### src/rtl/if_ex_skid_stage.sv
// Elastic IF->EX stage: two-entry skid buffer with registered ready,
// NOP bubble on flush and a saturating back-pressure cycle counter.
module if_ex_skid_stage #(
    parameter int          PC_W      = 32,
    parameter int          INSTR_W   = 32,
    parameter logic [31:0] NOP_INSTR = 32'h00000013,
    parameter int          CNT_W     = 16
) (
    input  logic               clock,
    input  logic               reset,
    input  logic               flush,
    input  logic               in_valid,
    output logic               in_ready,
    input  logic [PC_W-1:0]    in_pc,
    input  logic [INSTR_W-1:0] in_instr,
    output logic               out_valid,
    input  logic               out_ready,
    output logic [PC_W-1:0]    out_pc,
    output logic [INSTR_W-1:0] out_instr,
    output logic [CNT_W-1:0]   stall_cycles
);

    typedef enum logic [1:0] {
        EMPTY = 2'd0,
        ONE   = 2'd1,
        FULL  = 2'd2
    } occ_e;

    localparam logic [INSTR_W-1:0] NOP_W = INSTR_W'(NOP_INSTR);

    occ_e               state_q, state_d;
    logic [PC_W-1:0]    m_pc_q, m_pc_d;
    logic [INSTR_W-1:0] m_instr_q, m_instr_d;
    logic [PC_W-1:0]    s_pc_q, s_pc_d;
    logic [INSTR_W-1:0] s_instr_q, s_instr_d;
    logic               out_valid_q, out_valid_d;
    logic               in_ready_q, in_ready_d;
    logic [CNT_W-1:0]   cnt_q, cnt_d;

    logic accept;
    logic drain;

    assign accept = in_valid & in_ready_q;
    assign drain  = out_valid_q & out_ready;

    always_comb begin
        state_d   = state_q;
        m_pc_d    = m_pc_q;
        m_instr_d = m_instr_q;
        s_pc_d    = s_pc_q;
        s_instr_d = s_instr_q;
        case (state_q)
            EMPTY: begin
                if (accept) begin
                    m_pc_d    = in_pc;
                    m_instr_d = in_instr;
                    state_d   = ONE;
                end
            end
            ONE: begin
                if (drain && accept) begin
                    m_pc_d    = in_pc;
                    m_instr_d = in_instr;
                end else if (drain) begin
                    m_pc_d    = '0;
                    m_instr_d = NOP_W;
                    state_d   = EMPTY;
                end else if (accept) begin
                    s_pc_d    = in_pc;
                    s_instr_d = in_instr;
                    state_d   = FULL;
                end
            end
            FULL: begin
                if (drain) begin
                    m_pc_d    = s_pc_q;
                    m_instr_d = s_instr_q;
                    s_pc_d    = '0;
                    s_instr_d = NOP_W;
                    state_d   = ONE;
                end
            end
            default: begin
                state_d = EMPTY;
            end
        endcase
        // Flush overrides whatever the handshakes did this cycle.
        if (flush) begin
            state_d   = EMPTY;
            m_pc_d    = '0;
            m_instr_d = NOP_W;
            s_pc_d    = '0;
            s_instr_d = NOP_W;
        end
        out_valid_d = (state_d != EMPTY);
        in_ready_d  = (state_d != FULL);
    end

    always_comb begin
        cnt_d = cnt_q;
        if (out_valid_q && !out_ready && !flush && (cnt_q != '1)) begin
            cnt_d = cnt_q + 1'b1;
        end
    end

    always_ff @(posedge clock or posedge reset) begin
        if (reset) begin
            state_q     <= EMPTY;
            m_pc_q      <= '0;
            m_instr_q   <= NOP_W;
            s_pc_q      <= '0;
            s_instr_q   <= NOP_W;
            out_valid_q <= 1'b0;
            in_ready_q  <= 1'b1;
            cnt_q       <= '0;
        end else begin
            state_q     <= state_d;
            m_pc_q      <= m_pc_d;
            m_instr_q   <= m_instr_d;
            s_pc_q      <= s_pc_d;
            s_instr_q   <= s_instr_d;
            out_valid_q <= out_valid_d;
            in_ready_q  <= in_ready_d;
            cnt_q       <= cnt_d;
        end
    end

    assign in_ready     = in_ready_q;
    assign out_valid    = out_valid_q;
    assign out_pc       = m_pc_q;
    assign out_instr    = m_instr_q;
    assign stall_cycles = cnt_q;

endmodule

### config.mk
export PLATFORM = sky130hd
export DESIGN_NAME = if_ex_skid_stage
export DESIGN_NICKNAME = d
export VERILOG_FILES = /design/src/rtl/if_ex_skid_stage.sv
export SDC_FILE = /design/constraint.sdc
export NUM_CORES = 1
export LEC_CHECK = 0
export CAP_MARGIN = 20
export CORE_UTILIZATION = 35
export CTS_BUF_LIST = sky130_fd_sc_hd__clkbuf_2
export DETAILED_ROUTE_END_ITERATION = 8
export HOLD_SLACK_MARGIN = 0.02
export PLACE_DENSITY = 0.6
export REMOVE_ABC_BUFFERS = 1
export SYNTH_ARGS = -nofsm -noshare
export SYNTH_HDL_FRONTEND = slang
export SYNTH_SLANG_ARGS = --single-unit
export TNS_END_PERCENT = 1
### constraint.sdc
create_clock -name clock -period 4.3 [get_ports clock]
set_input_delay 0.43 -clock clock [delete_from_list [all_inputs] [get_ports clock]]
set_output_delay 0.43 -clock clock [all_outputs]
set_load 0.02 [all_outputs]
==> flow_metrics.env, run 1 <==
export IMPL_ys_types=44
export IMPL_status="finished, final reports clean"
export IMPL_holdWs_ns=0.253
export IMPL_crit_chain="inv_1 > ha_1 > or2_1 > a221oi_1 > nand2b_2 > buf_4 > o2bb2ai_1"
export IMPL_cp_depth=7
export IMPL_clock_latency_ns=0.70
export IMPL_layout_common_cells="clkdlybuf4s50_1 (150), dfrtp_1 (141), a22oi_1 (64)"
export IMPL_tightest_slew_ns=0.949
export IMPL_endpoint_kind="flip-flop"
export IMPL_cts_max_level=4
export IMPL_synth_edf_count=0
export IMPL_yosysSeqAreaShare_pct=59.6
export IMPL_area_growth_pct=30.9
export IMPL_rsz0062_at_grt="false"
export IMPL_cp_slowest_cell="a221oi_1"
export IMPL_slew_violations=0
export IMPL_path_class="reg -> reg"
export IMPL_grt_antenna_before_repair=1
export IMPL_finalCritPeriodShare_pct=70.9
export IMPL_port_buffers=150
export IMPL_tritoncts="yes"
export IMPL_vias_per_cell=5.57
export IMPL_p_per_area_nw_per_um2=408
export IMPL_setup_viol=0
export IMPL_synth_flop_cell="dfrtp_1"
export IMPL_drive_gt1_share_pct=9.43
export IMPL_p_total_mw=3.32
export IMPL_path_buf_inv=2
export IMPL_critPathMaxStageDelay_ns=0.64
export IMPL_drt_iter0_markers=300
export IMPL_synth_seq_cells=148
export IMPL_cts_root_buf="clkbuf_2"
export IMPL_core_area_um2=17400
export IMPL_min_period_ns=3.05
export IMPL_finalClockSkew_ns=0.0306
export IMPL_finalNonFillerCells=873
export IMPL_routed_wl_um=17100
export IMPL_peakVddDrop_mv=0.168
export IMPL_fin_nets=709
export IMPL_die_x_um=135
export IMPL_syn_avg_cell_area_um2=12.5
export IMPL_vias=4866
export IMPL_wl_per_cell_um=19.6
export IMPL_synth_area_um2=6220
export IMPL_leakage_nw=3.54
export IMPL_maxSlewHeadroom_pct=36.7
export IMPL_hold_buffers=0
export IMPL_dpl_hpwl_um=10800
export IMPL_grt_max_degree=95
export IMPL_place_inst=841
export IMPL_cts_sinks=148
export IMPL_top_level_ports=151
export IMPL_clock_path_buffers=2
export IMPL_min_path_type="in -> async"
export IMPL_critPathLaunchType="flip-flop"
export IMPL_path_max_fanout=41
export IMPL_synth_async_sr_flop_share_pct=100
export IMPL_yosys_warnings=0
export IMPL_synthCells=496
export IMPL_drc=0
export IMPL_grt_pass1_vias=4937
export IMPL_start_util_pct=35.9
export IMPL_cap_violations=0
export IMPL_reg2regPathDepth=7
export IMPL_die_area_um2=18300
export IMPL_place_congestion=0.823
export IMPL_grt_pass1_wl_um=26900
export IMPL_cts_reportedPaths_clkPinSlew_ns=0.21
export IMPL_dr_pass1_iters=5
export IMPL_crit_family="compound AO/OA/AOI/OAI gates"
export IMPL_die_h_um=135
export IMPL_overflow=0
export IMPL_max_freq_ghz=0.328
export IMPL_std_cell_rows=48
export IMPL_cp_arrival_ns=3.65
export IMPL_finalHoldViolCount=0
export IMPL_track_usage_pct=19.2
export IMPL_cts_resized=0
export IMPL_cts_made_buffers=17
export IMPL_layout_commonest_cell="clkdlybuf4s50_1"
export IMPL_crit_required_ns=4.91
export IMPL_cts_setup_buffers=0
export IMPL_ant_nets=0
stage by stage:
| step | setup TNS [ns] | utilization (%) | setup slack [ns] | area, um2 |
|---|---|---|---|---|
| floorplan | -13.83 | - | -0.0981 | 6050 |
| global placement | 0 | 45.9 | 1.34 | 7970 |
| detailed placement | 0 | 45.9 | 1.21 | 7970 |
| CTS | 0 | 46.9 | 1.23 | 8150 |
| global route | 0 | 46.9 | 1.02 | 8150 |
| finish | 0 | 46.9 | 1.25 | 8150 |
state kept, by name, summed over array words and instances, names as in the netlist:
name          cells
stall_cycles     16
state_q           2
out_instr        32
in_ready          1
s_pc_q           32
out_pc           32
out_valid         1
s_instr_q        32
cell families after synthesis:
group	Yosys count	share of synthesized area (%)
XOR/XNOR	12	1.69
adder cells (fa/ha/maj)	6	1.17
flip-flops	148	59.6
AND/OR/NAND/NOR	68	6.15
multiplexers	1	0.181
buffers and inverters	52	3.54
AO/OA/AOI/OAI	209	27.6
path summary, 6_finish.rpt:
| check | startpoint | to | slack (ns) |
|---|---|---|---|
| worst min register to register | s_instr_q[1]$_DFFE_PP1P_ | s_instr_q[1]$_DFFE_PP1P_ | 0.48 |
| max in group asynchronous | reset | s_instr_q[4]$_DFFE_PP1P_ | 3.08 |
| worst max-delay path | state_q[0]$_DFF_PP0_ | out_instr[11]$_DFFE_PP0P_ | 1.25 |
| min in group clock | in_instr[1] | s_instr_q[1]$_DFFE_PP1P_ | 0.32 |
| worst max register to register | state_q[0]$_DFF_PP0_ | out_instr[11]$_DFFE_PP0P_ | 1.25 |
| worst min-delay path | reset | stall_cycles[13]$_DFFE_PP0P_ | 0.25 |
per-layer routing:
| metal | part of all wire (%) | track usage [%] |
|---|---|---|
| met4 | 1.3 | 7.93 |
| met1 | 45 | 26.1 |
| met5 | 0 | 0 |
| met3 | 4.0 | 3.97 |
| met2 | 50 | 29.9 |
cell usage after synthesis (4+ instances only):
cell type | count | area, um2
a21oi_1 | 4 | 20.0
a22o_1 | 63 | 552
a22oi_1 | 64 | 480
buf_2 | 14 | 70.1
clkbuf_1 | 25 | 93.8
dfrtp_1 | 141 | 3530
dfstp_2 | 7 | 184
ha_1 | 5 | 62.6
inv_1 | 12 | 45.0
nand2_1 | 15 | 56.3
nand3_1 | 7 | 35.0
nand4_1 | 6 | 37.5
nor2_1 | 13 | 48.8
nor3_1 | 5 | 25.0
nor4_1 | 6 | 37.5
o2bb2ai_1 | 61 | 534
xor2_1 | 9 | 78.8
layout make-up:
type | instances | area (um2)
Antenna cell | 1 | 2.50
Fill cell | 1591 | 9210
Multi-Input combinational cell | 296 | 2330
Sequential cell | 148 | 3710
Inverter | 12 | 50.0
Tap cell | 225 | 282
Clock buffer | 19 | 95.1
Clock inverter | 12 | 82.6
Timing Repair Buffer | 160 | 1590
power by group:
group / total, mW / internal [mW] / leakage, nW / switching, mW
sequential: 1.67 / 1.55 / 2.00 / 0.118
combinational: 0.990 / 0.435 / 1.43 / 0.555
clock: 0.662 / 0.153 / 0.110 / 0.509
total: 3.32 / 2.14 / 3.54 / 1.18
(Power assumes the default switching activity.)
==> run 2: changes to the inputs <==
Settings changed: PLACE_DENSITY 0.6 to 0.58.
Clock period 4.3 ns to 3 ns, I/O delays scaled along.
==> run 2 against run 1 <==
Against the previous run:
- die area unchanged
- register-to-register slack worse by 0.79 ns
- clock skew up 0.013 ns
- clock power up 74%
- combinational power up 44%
- critical endpoint is now out_instr[27]$_DFFE_PP0P_
- fmax up 20%
- cell count up 0.23%
- design area up 1.5%
- sequential share of layout area down 0.69 points
- largest power group unchanged
- routed wire length up 2.1%
- critical path type unchanged
- via count up 1.2%
- highest routed layer unchanged
- first-iteration DRC count up 33%
==> flow_metrics.env, run 2 (same netlist as run 1, synthesis figures left out) <==
export IMPL_fill_cells=1540
export IMPL_wl_per_cell_um=19.9
export IMPL_ant_nets=0
export IMPL_dpl_hpwl_um=10500
export IMPL_holdWs_ns=0.207
export IMPL_endpoint_kind="flip-flop"
export IMPL_die_x_um=135
export IMPL_max_freq_ghz=0.393
export IMPL_top_level_ports=151
export IMPL_crit_required_ns=3.63
export IMPL_grt_antenna_before_repair=1
export IMPL_path_max_fanout=64
export IMPL_path_class="reg -> reg"
export IMPL_critPathMaxStageDelay_ns=0.57
export IMPL_design_area_um2=8270
export IMPL_rsz0062_at_grt="false"
export IMPL_p_sw_mw=1.73
export IMPL_overflow=0
export IMPL_layout_common_cells="clkdlybuf4s50_1 (150), dfrtp_1 (141), a22oi_1 (64)"
export IMPL_die_h_um=135
export IMPL_cp_slowest_cell="a221oi_1"
export IMPL_core_area_um2=17400
export IMPL_grt_pass1_wl_um=27800
export IMPL_pwr_share_comb_pct=28.7
export IMPL_slew_violations=0
export IMPL_cap_violations=0
export IMPL_cts_reportedPaths_clkPinSlew_ns=0.23
export IMPL_dr_pass1_iters=4
export IMPL_leakage_nw=3.59
export IMPL_seqPwrFrac_pct=48.2
export IMPL_finalHoldViolCount=0
export IMPL_fin_nets=710
export IMPL_cts_sinks=148
export IMPL_p_per_area_nw_per_um2=602
export IMPL_clock_path_buffers=2
export IMPL_maxSlewHeadroom_pct=47.3
export IMPL_track_usage_pct=19.6
export IMPL_tritoncts="yes"
export IMPL_status="finished, final reports clean"
export IMPL_place_congestion=0.787
export IMPL_setup_viol=0
export IMPL_min_path_type="in -> reg"
export IMPL_critPathLaunchType="flip-flop"
export IMPL_finalCritPeriodShare_pct=84.7
export IMPL_vias_per_cell=5.63
export IMPL_drive_gt1_share_pct=10.0
export IMPL_cts_resized=0
export IMPL_tightest_slew_ns=0.790
export IMPL_die_area_um2=18300
export IMPL_clock_latency_ns=0.71
export IMPL_grt_pass1_vias=4917
export IMPL_drt_iter0_markers=398
export IMPL_p_clk_share_pct=23.1
export IMPL_start_util_pct=35.9
export IMPL_cts_made_buffers=17
export IMPL_std_cell_rows=48
export IMPL_drc=0
export IMPL_finalClockSkew_ns=0.0433
export IMPL_routed_wl_um=17400
export IMPL_cp_arrival_ns=3.18
export IMPL_port_buffers=150
export IMPL_min_period_ns=2.54
export IMPL_crit_chain="inv_1 > ha_1 > or2_1 > a221oi_1 > nand2b_2 > buf_4 > o2bb2ai_1"
export IMPL_peakVddDrop_mv=0.349
export IMPL_grt_max_degree=65
export IMPL_layout_commonest_cell="clkdlybuf4s50_1"
export IMPL_dpl_cell_area_um2=8020
export IMPL_cts_max_level=4
export IMPL_vias=4922
export IMPL_swShare_pct=34.7
export IMPL_cts_root_buf="clkbuf_2"
export IMPL_p_int_mw=3.25
export IMPL_area_growth_pct=32.9
-- run 2: cell count changes in the layout (fill, tap and decap cells not counted), moves of 2 or more --
cell       before  now
buf_12          1    5
buf_4           9    5
bufinv_16       0    2
clkinv_1        3    0
clkinv_4        1    3
-- run 2: worst paths after layout --
path | start | endpoint | slack (ns) | depth (start not counted)
min in group asynchronous | reset | out_pc[23]$_DFFE_PP0P_ | 0.52 | 3
max in group asynchronous | reset | out_instr[1]$_DFFE_PP1P_ | 1.71 | 4
max reg2reg | state_q[0]$_DFF_PP0_ | out_instr[27]$_DFFE_PP0P_ | 0.46 | 7
min reg2reg | s_instr_q[0]$_DFFE_PP1P_ | s_instr_q[0]$_DFFE_PP1P_ | 0.50 | 2
max | state_q[0]$_DFF_PP0_ | out_instr[27]$_DFFE_PP0P_ | 0.46 | 7
min | in_instr[1] | s_instr_q[1]$_DFFE_PP1P_ | 0.21 | 3
-- run 2: per-layer routing --
metal  GRT usage, %  wire [um]
met1           27.4       7910
met2           30.8       8540
met3           4.08        811
met4           5.43        179
met5              0          0
-- run 2: power by group through the flow --
stage               clock (mW)  combinational, mW  sequential [mW]
CTS                       1.20               1.45             2.39
floorplan                    0              0.528             2.61
detailed placement           0               1.44             2.42
global placement             0               1.42             2.42
finish                    1.15               1.43             2.40
global route              1.30               1.54             2.42
-- run 2: through the flow --
stage          cells  setup WS, ns  power (mW)  utilization (%)  setup TNS (ns)
3_3_place_gp     841         0.575        3.84             46.2               0
5_1_grt          875         0.223        5.26             47.7               0
6_report         875         0.458        4.98             47.7               0
4_1_cts          874         0.431        5.04             47.6               0
2_1_floorplan    456         -1.27        3.14                -         -258.46
3_5_place_dp     841         0.463        3.87             46.2               0
-- run 2: final cells by class --
class / count / area [um2] / share of cell area [%]
multi-input combinational: 296 / 2330 / 28.2
tap: 225 / 282 / 3.40
inverter: 12 / 50.0 / 0.605
clock inverter: 14 / 153 / 1.85
sequential: 148 / 3710 / 44.9
timing repair buffer: 161 / 1650 / 19.9
clock buffer: 18 / 90.1 / 1.09
antenna: 1 / 2.50 / 0.0302
-- run 2: timing repair --
item | CTS | global route
setup buffers | 0 | 0
endpoints found under the hold margin | 48 | 0
hold buffers | 1 | 0
-- run 2: worst max-delay path: cells and delay by family, from the launching register on --
| kind | cells | cell delay (ns) |
|---|---|---|
| simple gates | 2 | 0.37 |
| compound gates | 2 | 0.83 |
| buf+inv | 2 | 0.48 |
| flops | 1 | 0.42 |
| fa+ha+maj | 1 | 0.36 |
==> run 3: changes to the inputs <==
Clock period 3 ns to 2.6 ns, I/O delays scaled along.
==> run 3 against run 2 <==
Against the previous run:
- clock-buffer cell count decreased by 1
- critical path type unchanged
- hold slack got worse by 0.058 ns
- critical endpoint is now out_pc[24]$_DFFE_PP0P_
- highest routed layer unchanged
- sequential share of layout area fell by 0.061 points
==> flow_metrics.env, run 3 (same netlist as run 1, synthesis figures left out) <==
export IMPL_die_h_um=135
export IMPL_wl_per_cell_um=20.0
export IMPL_grt_max_degree=65
export IMPL_critPathLaunchType="flip-flop"
export IMPL_setup_viol=0
export IMPL_crit_required_ns=3.21
export IMPL_finalNonFillerCells=884
export IMPL_place_inst=849
export IMPL_cts_reportedPaths_clkPinSlew_ns=0.20
export IMPL_grt_pass1_vias=5021
export IMPL_top_level_ports=151
export IMPL_status="finished, final reports clean"
export IMPL_leakage_nw=3.61
export IMPL_grt_antenna_before_repair=1
export IMPL_p_per_area_nw_per_um2=677
export IMPL_vias_per_cell=5.63
export IMPL_dpl_hpwl_um=11000
export IMPL_fin_tns_setup_ns=0
export IMPL_cts_setup_buffers=0
export IMPL_path_class="reg -> reg"
export IMPL_min_path_type="in -> reg"
export IMPL_rsz0062_at_grt="false"
export IMPL_routed_wl_um=17700
export IMPL_finalCritPeriodShare_pct=87.0
export IMPL_fin_util_pct=47.7
export IMPL_crit_reg2reg_launch="state_q[1]$_DFF_PP0_"
export IMPL_drt_iter0_markers=329
export IMPL_cts_sinks=148
export IMPL_max_freq_ghz=0.442
export IMPL_vias=4981
export IMPL_holdWs_ns=0.149
export IMPL_start_util_pct=35.9
export IMPL_finalHoldViolCount=0
export IMPL_std_cell_rows=48
export IMPL_startpoint="state_q[1]$_DFF_PP0_"
export IMPL_p_total_mw=5.60
export IMPL_finalWorstSetupSlack_ns=0.338
export IMPL_drc=0
export IMPL_cts_root_buf="clkbuf_2"
export IMPL_clock_path_buffers=2
export IMPL_drive_gt1_share_pct=10.6
export IMPL_endpoint_kind="flip-flop"
export IMPL_peakVddDrop_mv=0.296
export IMPL_port_buffers=150
export IMPL_fin_nets=719
export IMPL_slew_violations=0
export IMPL_area_growth_pct=33.1
export IMPL_path_max_fanout=22
export IMPL_cts_resized=0
export IMPL_die_x_um=135
export IMPL_layout_commonest_cell="clkdlybuf4s50_1"
export IMPL_cp_arrival_ns=2.87
export IMPL_ant_nets=0
export IMPL_cts_made_buffers=17
export IMPL_tightest_slew_ns=0.875
export IMPL_die_area_um2=18300
export IMPL_dpl_cell_area_um2=8070
export IMPL_cap_violations=0
export IMPL_cts_max_level=4
export IMPL_layout_common_cells="clkdlybuf4s50_1 (150), dfrtp_1 (141), a22oi_1 (64)"
export IMPL_place_congestion=0.875
export IMPL_clock_latency_ns=0.70
export IMPL_core_area_um2=17400
export IMPL_post_place_ws_ns=0.0763
export IMPL_grt_pass1_wl_um=27800
export IMPL_design_area_um2=8280
export IMPL_maxSlewHeadroom_pct=41.6
export IMPL_finalClockSkew_ns=0.0443
export IMPL_track_usage_pct=19.6
export IMPL_tritoncts="yes"
export IMPL_min_period_ns=2.26
export IMPL_hp_start="in_instr[0]"
export IMPL_overflow=0
export IMPL_dr_pass1_iters=5
## run 3: changes by cell type in the layout (fill, tap and decap cells not counted), sizes merged
cell / before / now
inv: 15 / 13
clkbuf: 18 / 17
nor2: 13 / 14
buf: 10 / 18
bufinv: 2 / 1
clkinv: 5 / 11
clkinvlp: 4 / 2
## run 3: path summary, 6_finish.rpt
kind	to	slack, ns	depth (start not counted)
setup / recovery	out_pc[24]$_DFFE_PP0P_	0.34	8
hold / removal	s_instr_q[0]$_DFFE_PP1P_	0.15	3
setup reg to reg	out_pc[24]$_DFFE_PP0P_	0.34	8
hold reg to reg	s_instr_q[0]$_DFFE_PP1P_	0.49	2
max in group asynchronous	s_pc_q[4]$_DFFE_PP0P_	1.37	4
min in group asynchronous	out_pc[19]$_DFFE_PP0P_	0.54	3
## run 3: worst max-delay path, stage by stage (launching register included)
cell and delay (ns):
dfrtp_1 0.46, inv_1 0.11, ha_1 0.23, or2_1 0.13, a221oi_1 0.07, buf_4 0.18, nor2_4 0.45, buf_4 0.38
o2bb2ai_1 0.15
## run 3: cell type report
class / count / area (um2)
diodes: 1 / 2.50
repair buffers: 169 / 1700
multi-input cells: 297 / 2340
clock buffers: 17 / 85.1
inverters: 12 / 50.0
clock inverters: 15 / 115
fillers: 1553 / 9070
flip-flops and latches: 148 / 3710
well taps: 225 / 282
## run 3: power by group
part           leakage [nW]  internal [mW]  switching, mW  total (mW)
logic                  1.49          0.746          0.933        1.68
registers              2.00           2.57          0.197        2.77
clock network         0.124          0.331          0.827        1.16
total                  3.61           3.65           1.96        5.60
## run 3: metal layers
layer  part of all wire [%]  routed length [um]  global-route usage (%)  vias up
met2                     51                9050                    33.1      136
li1                       -                   -                       -     2244
met4                    1.0                 179                    5.43        0
met3                    4.1                 716                    3.97       13
met5                      0                   0                       0        -
met1                     44                7710                    25.5     2588
## run 3: timing repair
action | CTS | global route
setup endpoints to repair | 0 | 20
endpoints found under the hold margin | 49 | 0
hold buffers | 1 | 0
